[src/rtl/iomem_xbar.sv]
// PicoSoC iomem interconnect: decodes addr[31:24] onto NUM_SLAVES peripherals,
// watches each access with a timeout and serves a fault-status window itself.
module iomem_xbar #(
    parameter int          NUM_SLAVES     = 8,
    parameter logic [7:0]  BASE_BYTE      = 8'h03,
    parameter logic [7:0]  STATUS_BYTE    = 8'h0F,
    parameter int          TIMEOUT_CYCLES = 1024,
    parameter logic [31:0] TIMEOUT_RDATA  = 32'h0
) (
    input  logic                    clk,
    input  logic                    reset,
    input  logic                    m_valid,
    output logic                    m_ready,
    input  logic [3:0]              m_wstrb,
    input  logic [31:0]             m_addr,
    input  logic [31:0]             m_wdata,
    output logic [31:0]             m_rdata,
    output logic [NUM_SLAVES-1:0]   s_valid,
    input  logic [NUM_SLAVES-1:0]   s_ready,
    input  logic [32*NUM_SLAVES-1:0] s_rdata,
    output logic [3:0]              s_wstrb,
    output logic [31:0]             s_addr,
    output logic [31:0]             s_wdata,
    output logic [1:0]              fsm_state
);
    // Handshake: a request is taken when m_valid is sampled high in IDLE; the
    // fields must stay put until the single-cycle m_ready pulse. Slaves see
    // s_valid held until s_ready (from the selected slave only) or timeout.
    typedef enum logic [1:0] {IDLE = 2'd0, ACTIVE = 2'd1, RESP = 2'd2} state_t;

    state_t                state;
    logic [15:0]           timeout_count;
    logic [15:0]           unmapped_count;
    logic [31:0]           last_fault_addr;
    logic [31:0]           tcnt;
    logic [7:0]            idx;
    logic [NUM_SLAVES-1:0] dec;
    logic                  slave_hit;
    logic                  status_hit;
    logic                  sel_ready;
    logic                  timed_out;
    logic [31:0]           sel_rdata;
    logic [31:0]           status_word;

    assign fsm_state = state;

    function automatic logic [15:0] sat_inc(input logic [15:0] v);
        return (v == 16'hFFFF) ? v : v + 16'd1;
    endfunction

    always_comb begin
        idx = m_addr[31:24] - BASE_BYTE;
        dec = '0;
        for (int i = 0; i < NUM_SLAVES; i++) begin
            dec[i] = (idx == 8'(i));
        end
        slave_hit  = |dec;
        status_hit = (m_addr[31:24] == STATUS_BYTE);
        // s_valid is the latched one-hot slave index, so it doubles as the mux select.
        sel_ready  = |(s_ready & s_valid);
        sel_rdata  = '0;
        for (int i = 0; i < NUM_SLAVES; i++) begin
            if (s_valid[i]) sel_rdata = s_rdata[32*i +: 32];
        end
        timed_out = (TIMEOUT_CYCLES != 0) && (tcnt == 32'(TIMEOUT_CYCLES - 1));
        case (m_addr[3:2])
            2'd0:    status_word = {16'b0, timeout_count};
            2'd1:    status_word = last_fault_addr;
            2'd2:    status_word = {16'b0, unmapped_count};
            default: status_word = 32'(NUM_SLAVES);
        endcase
    end

    always_ff @(posedge clk) begin
        if (reset) begin
            state           <= IDLE;
            m_ready         <= 1'b0;
            m_rdata         <= '0;
            s_valid         <= '0;
            s_addr          <= '0;
            s_wdata         <= '0;
            s_wstrb         <= '0;
            timeout_count   <= '0;
            unmapped_count  <= '0;
            last_fault_addr <= '0;
            tcnt            <= '0;
        end else begin
            m_ready <= 1'b0;
            case (state)
                IDLE: begin
                    if (m_valid) begin
                        s_addr  <= m_addr;
                        s_wdata <= m_wdata;
                        s_wstrb <= m_wstrb;
                        tcnt    <= '0;
                        if (slave_hit) begin
                            s_valid <= dec;
                            state   <= ACTIVE;
                        end else if (status_hit) begin
                            if (m_wstrb != 4'b0) begin
                                timeout_count   <= '0;
                                unmapped_count  <= '0;
                                last_fault_addr <= '0;
                                m_rdata         <= '0;
                            end else begin
                                m_rdata <= status_word;
                            end
                            m_ready <= 1'b1;
                            state   <= RESP;
                        end else begin
                            m_rdata        <= TIMEOUT_RDATA;
                            unmapped_count <= sat_inc(unmapped_count);
                            m_ready        <= 1'b1;
                            state          <= RESP;
                        end
                    end
                end
                ACTIVE: begin
                    tcnt <= tcnt + 32'd1;
                    // A ready in the last allowed cycle beats the timeout.
                    if (sel_ready) begin
                        m_rdata <= sel_rdata;
                        s_valid <= '0;
                        m_ready <= 1'b1;
                        state   <= RESP;
                    end else if (timed_out) begin
                        m_rdata         <= TIMEOUT_RDATA;
                        timeout_count   <= sat_inc(timeout_count);
                        last_fault_addr <= s_addr;
                        s_valid         <= '0;
                        m_ready         <= 1'b1;
                        state           <= RESP;
                    end
                end
                RESP:    state <= IDLE;
                default: state <= IDLE;
            endcase
        end
    end
endmodule

[config.mk]
export PLATFORM = sky130hd
export DESIGN_NAME = iomem_xbar
export DESIGN_NICKNAME = d
export VERILOG_FILES = /design/src/rtl/iomem_xbar.sv
export SDC_FILE = /design/constraint.sdc
export NUM_CORES = 1
export LEC_CHECK = 0
export ABC_CLOCK_PERIOD_IN_PS = 3200
export BUFFER_PORTS_ARGS = -buffer_cell sky130_fd_sc_hd__buf_2
export CAP_MARGIN = 20
export CORE_AREA = 2 2 175 177
export CTS_CLUSTER_DIAMETER = 200
export DETAILED_ROUTE_END_ITERATION = 16
export DIE_AREA = 0 0 177 179
export SLEW_MARGIN = 10
export SYNTH_ARGS = -nofsm -noshare
export SYNTH_HDL_FRONTEND = slang
export SYNTH_SLANG_ARGS = --single-unit
export TNS_END_PERCENT = 10
[constraint.sdc]
create_clock -name clk -period 3.2 [get_ports clk]
set_clock_uncertainty 0.1 [all_clocks]
set_input_delay 0.16 -clock clk [delete_from_list [all_inputs] [get_ports clk]]
set_output_delay 0.16 -clock clk [all_outputs]
set_load 0.1 [all_outputs]
Word-level counts from Yosys, hierarchy flattened
Cells that the tools add are included. Widths: inputs -> output; s select.

Register bits: 207. Input bits: 335. Output and inout bits: 111. Logic and storage cells: 107.

Add/sub/neg operators: 4. Equality and inequality tests: 25. Multiplexer cells: 50. Bitwise logic cells: 2. Reductions and logical operators: 15.

Operators with widths (count): $mux 32 (21); $pmux 32 s2 (3); $mux 16 (9); $pmux 32 s3 (1); $add 16x1->16 const B (2); $add 32x1->32 const B (1); $eq 16x16->1 const B (2); $eq 32x10->1 const B (1); $eq 8x3->1 const B (4); $mux 8 (4); $pmux 16 s2 (1); $ne 2x2->1 const B (9); $eq 8x2->1 const B (2); $pmux 8 s2 (1); $reduce_or 8->1 (2); $and 8x8->8 (1); $eq 8x1->1 const B (1); $eq 8x4->1 const B (1); $logic_not 8->1 (1); $mux 2 (4); $reduce_and 4->1 (2); $reduce_and 8->1 (1); $sub 8x2->8 const B (1); $reduce_and 7->1 (1); other kinds (13) (20).

Depth between registers and ports, before layout
Word-level depth: 10. Gate-level depth with buffers: 9. Depth with buffers taken out: 7.

Worst setup path after synthesis
No wires, ideal clock.

Path type: flip-flop to flip-flop. From: reg state[1], in the netlist fsm_state[1]. To: reg timeout_count[11]. Library setup time: 70 ps. Arrival: 2508 ps. Required time: 3030 ps. Slack: 522 ps. Stages on the path, launching flop included: 9. Buffers on the path: 3. Period minus slack after synthesis: 2678 ps. Cell sequence: dfxtp_1 > nand2b_1 > clkbuf_1 > nor3_1 > a21oi_2 > buf_2 > clkbuf_1 > o21ai_0 > a21oi_1.

Word-level cells in the longest chain between the ends: 3. Elaborated cells between the ends (all ways): 12. Classes of those cells: 8 x eq/ne; 1 x mux; 3 x reduce/logical.

Ends and longest elaborated chain: from (decl) (RTL line 31) `state_t state;`; from (signal assigned) (RTL line 76) `state <= IDLE;`; from (signal assigned) (RTL line 98) `state <= ACTIVE;`; from (signal assigned) (RTL line 109) `state <= RESP;`; $eq 2x1->1 / $logic_not 2->1 (equally long branches) (RTL line 89) `case (state)`; $ne 2x2->1 (no source line) / $reduce_bool 2->1 (equally long branches); $reduce_and 8->1 (no source line); to (signal assigned) (RTL line 128) `timeout_count <= sat_inc(timeout_count);`; to (decl) (RTL line 32) `logic [15:0] timeout_count;`.

Several ways; a longest one is shown, not always the timed one. A chain may end at the register's enable or synchronous reset.

Worst setup path after layout
From: reg s_valid[4]. To: reg s_valid[5].

Word-level cells in the longest chain between the ends: 4. Elaborated cells between the ends (all ways): 6. Classes of those cells: 1 x eq/ne; 2 x mux; 1 x bitwise; 2 x reduce/logical.

Ends and longest elaborated chain: from (decl) (RTL line 18) `output logic [NUM_SLAVES-1:0] s_valid,`; from (signal assigned) (RTL line 79) `s_valid <= '0;`; from (signal assigned) (RTL line 97) `s_valid <= dec;`; from (signal assigned) (RTL line 123) `s_valid <= '0;`; $and 8x8->8 * (RTL line 60) `sel_ready = |(s_ready & s_valid);`; $reduce_or 8->1 * (RTL line 60); $ne 3x3->1 (no source line) / $mux 8 (equally long branches); $reduce_and 4->1 (no source line) / $pmux 8 s2 (equally long branches).

Mark *: on every way between the ends. The rest lies on a longest branch, timed or not.

==> results.txt <==
Leak -> 5.96 nW
Setup crit end kind -> flop
CP peak stage delay -> 0.81 ns
Hpwl dp -> 35200 microns
Vias in the first global route -> 11906
Top-count cell post-synth -> nand2_1
Post-layout net count -> 2212
Root Buffer -> clkbuf_16
CP Max Fanout -> 16
RR Startpoint -> s_valid[4]
Post-Route WL -> 48200 microns
Sequential-to-total area share from yosys stat -> 0.385
Status -> finished, final reports clean
CTS buffer count -> 25
Area of the core -> 30000 sq um
GRT Total Usage -> 0.286
Synth top area cells -> dfxtp_1 39%, a21oi_1 8.8%, nand2_1 8.1%, nor2_1 4.4%, a221oi_1 4.0%
Pwr dens -> 465 nW/um^2
Endpoints failing setup -> 0
Final number of hold-violating endpoints -> 0
Final GP Congestion -> 0.979
Post-synthesis cell type count -> 61
Chip width -> 177 microns
Via count -> 13054
Setup_tns -> 0 ns
Synth Register Bits -> 207
Setup repair bufs after CTS -> 0
Overall power -> 6.90 mW
Layout cell share with drive strength beyond 1 -> 0.284
Grt total ovfl -> 0
Hold path start -> s_rdata[234]
Die height -> 179 microns
Critical path class -> flop to flop
Critical path required time -> 3.51 ns
Initial Utilization -> 0.358
Top cell type's share of synthesized area -> 0.385
Global-route wire length before repair -> 70700 microns
Detailed Routing Iterations Pass 1 -> 5
Die ar. -> 31700 sq um
Reg2Reg Depth -> 6
Site Rows -> 64
Maximum Capacitance Violations -> 0
Mapped cell area -> 10800 sq um
Post-synth ARST share -> 0
Slew HR -> 0.322
Initial antenna violation count -> 10
DR iter-0 viols -> 1051
WL/cell -> 21.0 microns
Syn_nets -> 1761
Crit path arrival time -> 3.06 ns
IO Count -> 446
Max clock buf depth -> 3
Fmax achieved -> 364 MHz
Worst slew pin tran -> 1.02 ns
Worst reg2reg endpoint -> s_valid[5]
# clock sinks -> 207
H-tree depth -> 1
TritonCTS clock tree -> built
Worst-path clk slew -> 0.06 ns
Hold Crit Depth -> 5
Area Overhead vs Synth -> 37.7%
RSZ-0062 raised after global routing -> false
Worst-Skew Late Latency -> 0.52 ns
Hold Path Class -> primary input to flop
Post-route minimum period -> 2.75 ns
Crit start category -> flop
Largest net degree at the start of global routing -> 86
YS warnings -> 0
Area leader, netlist -> dfxtp_1
Post-Synthesis Cells -> 1423
Post-DRT Antenna Nets -> 0
Most used DFF post-synth -> dfxtp_1
WHS Endpoint -> m_rdata[10]
Mean Syn Cell Area -> 7.56 sq um
CP cell instances -> a22oi_1 > nand2_1 > or3_1 > o22ai_1 > nor2_1 > a32o_1
Via density -> 5.69
CP max-delay cell -> o22ai_1
Residual DRC -> 0
Synth cell count leaders -> 231 x nand2_1, 207 x dfxtp_1, 189 x a21oi_1, 125 x nor2_1, 99 x clkbuf_1
I/O Buffers -> 445
Fraction of the cycle the final worst path needs -> 0.860
Number of flops mapped to enable cells by yosys -> 0
Maximum VDD drop -> 514 uV
Flop2flop setup slack -> 0.45 ns
Max-slew violation count -> 0
==> flip-flops by register name (all words and copies together), names as in the netlist <==
name and flops:
timeout_count 16, s_addr 32, unmapped_count 16, last_fault_addr 32, fsm_state 2, s_wdata 32
tcnt 32, s_wstrb 4, m_ready 1, m_rdata 32, s_valid 8
==> layout make-up <==
type / count / area [sq um]
Antenna cell: 5 / 12.5
Tap cell: 396 / 495
Inverter: 13 / 48.8
Clock inverter: 9 / 97.6
Clock buffer: 36 / 707
Multi-Input combinational cell: 1081 / 6130
Sequential cell: 207 / 4150
Fill cell: 2957 / 15200
Timing Repair Buffer: 546 / 3180
==> critical path, delay by kind of cell (launching register included) <==
family,cells,cell delay [ns]
AOI/OAI and AO/OA,3,1.37
and+or+nand+nor,3,0.73
DFF,1,0.43
==> metal layers <==
metal  track usage  vias to the layer above  part of all wire
li1              -                     6142                 -
met1         0.394                     6128              0.42
met2         0.445                      674              0.44
met5             0                        -            0.0015
met4        0.0785                       12             0.027
met3        0.0672                       98              0.10
==> cell families after synthesis <==
kind of cell	count (synthesis)	synth area share
AND/OR/NAND/NOR	552	0.235
AO/OA/AOI/OAI	480	0.286
flip-flops	207	0.385
buffers and inverters	135	0.0499
XOR/XNOR	23	0.0187
multiplexers	23	0.0219
adder cells (fa/ha/maj)	3	0.00349
==> power by group <==
part           total [mW]  switching [mW]  internal (mW)
Clock                2.80            1.11           1.69
Combinational        1.36            1.01          0.354
Sequential           2.74          0.0677           2.67
Total                6.90            2.19           4.71
==> stage by stage <==
step	util	std cells	setup slack, ns	hold WS (ns)	area, sq um
finish	0.494	2293	0.449	0.00961	14800
global route	0.493	2291	0.279	0.0415	14800
CTS	0.493	2288	0.499	0.000497	14800
detailed placement	0.442	2171	0.536	0.307	13300
global placement	0.442	2171	0.560	0.299	13300
floorplan	-	1423	0.522	0.196	10800
==> how the worst max path moves through the flow <==
stage,startpoint,end,slack (ns),cells past startpoint
after floorplan,fsm_state[1],timeout_count[11],0.52,8
after global placement,s_valid[4],s_valid[5],0.56,6
after detailed placement,tcnt[0],timeout_count[8],0.54,7
after CTS,tcnt[0],timeout_count[8],0.50,7
after global routing,tcnt[0],timeout_count[8],0.28,7
final,s_valid[4],s_valid[5],0.45,6
==> what timing repair did <==
item,in CTS,in global routing
hold buffers,72,0
gates resized for setup,0,0
hold endpoints to repair,72,0
==> layout by cell type (no fill, tap or decap), types with 23 or more instances in the layout <==
master,synthesis,routed
a21oi_1,189,189
a221oi_1,49,49
buf_2,14,444
buf_4,1,29
clkbuf_16,0,25
dfxtp_1,207,204
dlygate4sd3_1,0,72
nand2_1,231,230
nand3_1,65,65
nor2_1,125,123
nor3_1,23,23
o21ai_0,63,63
o221ai_1,48,48
o22ai_1,33,33
(Power assumes the default switching activity.)
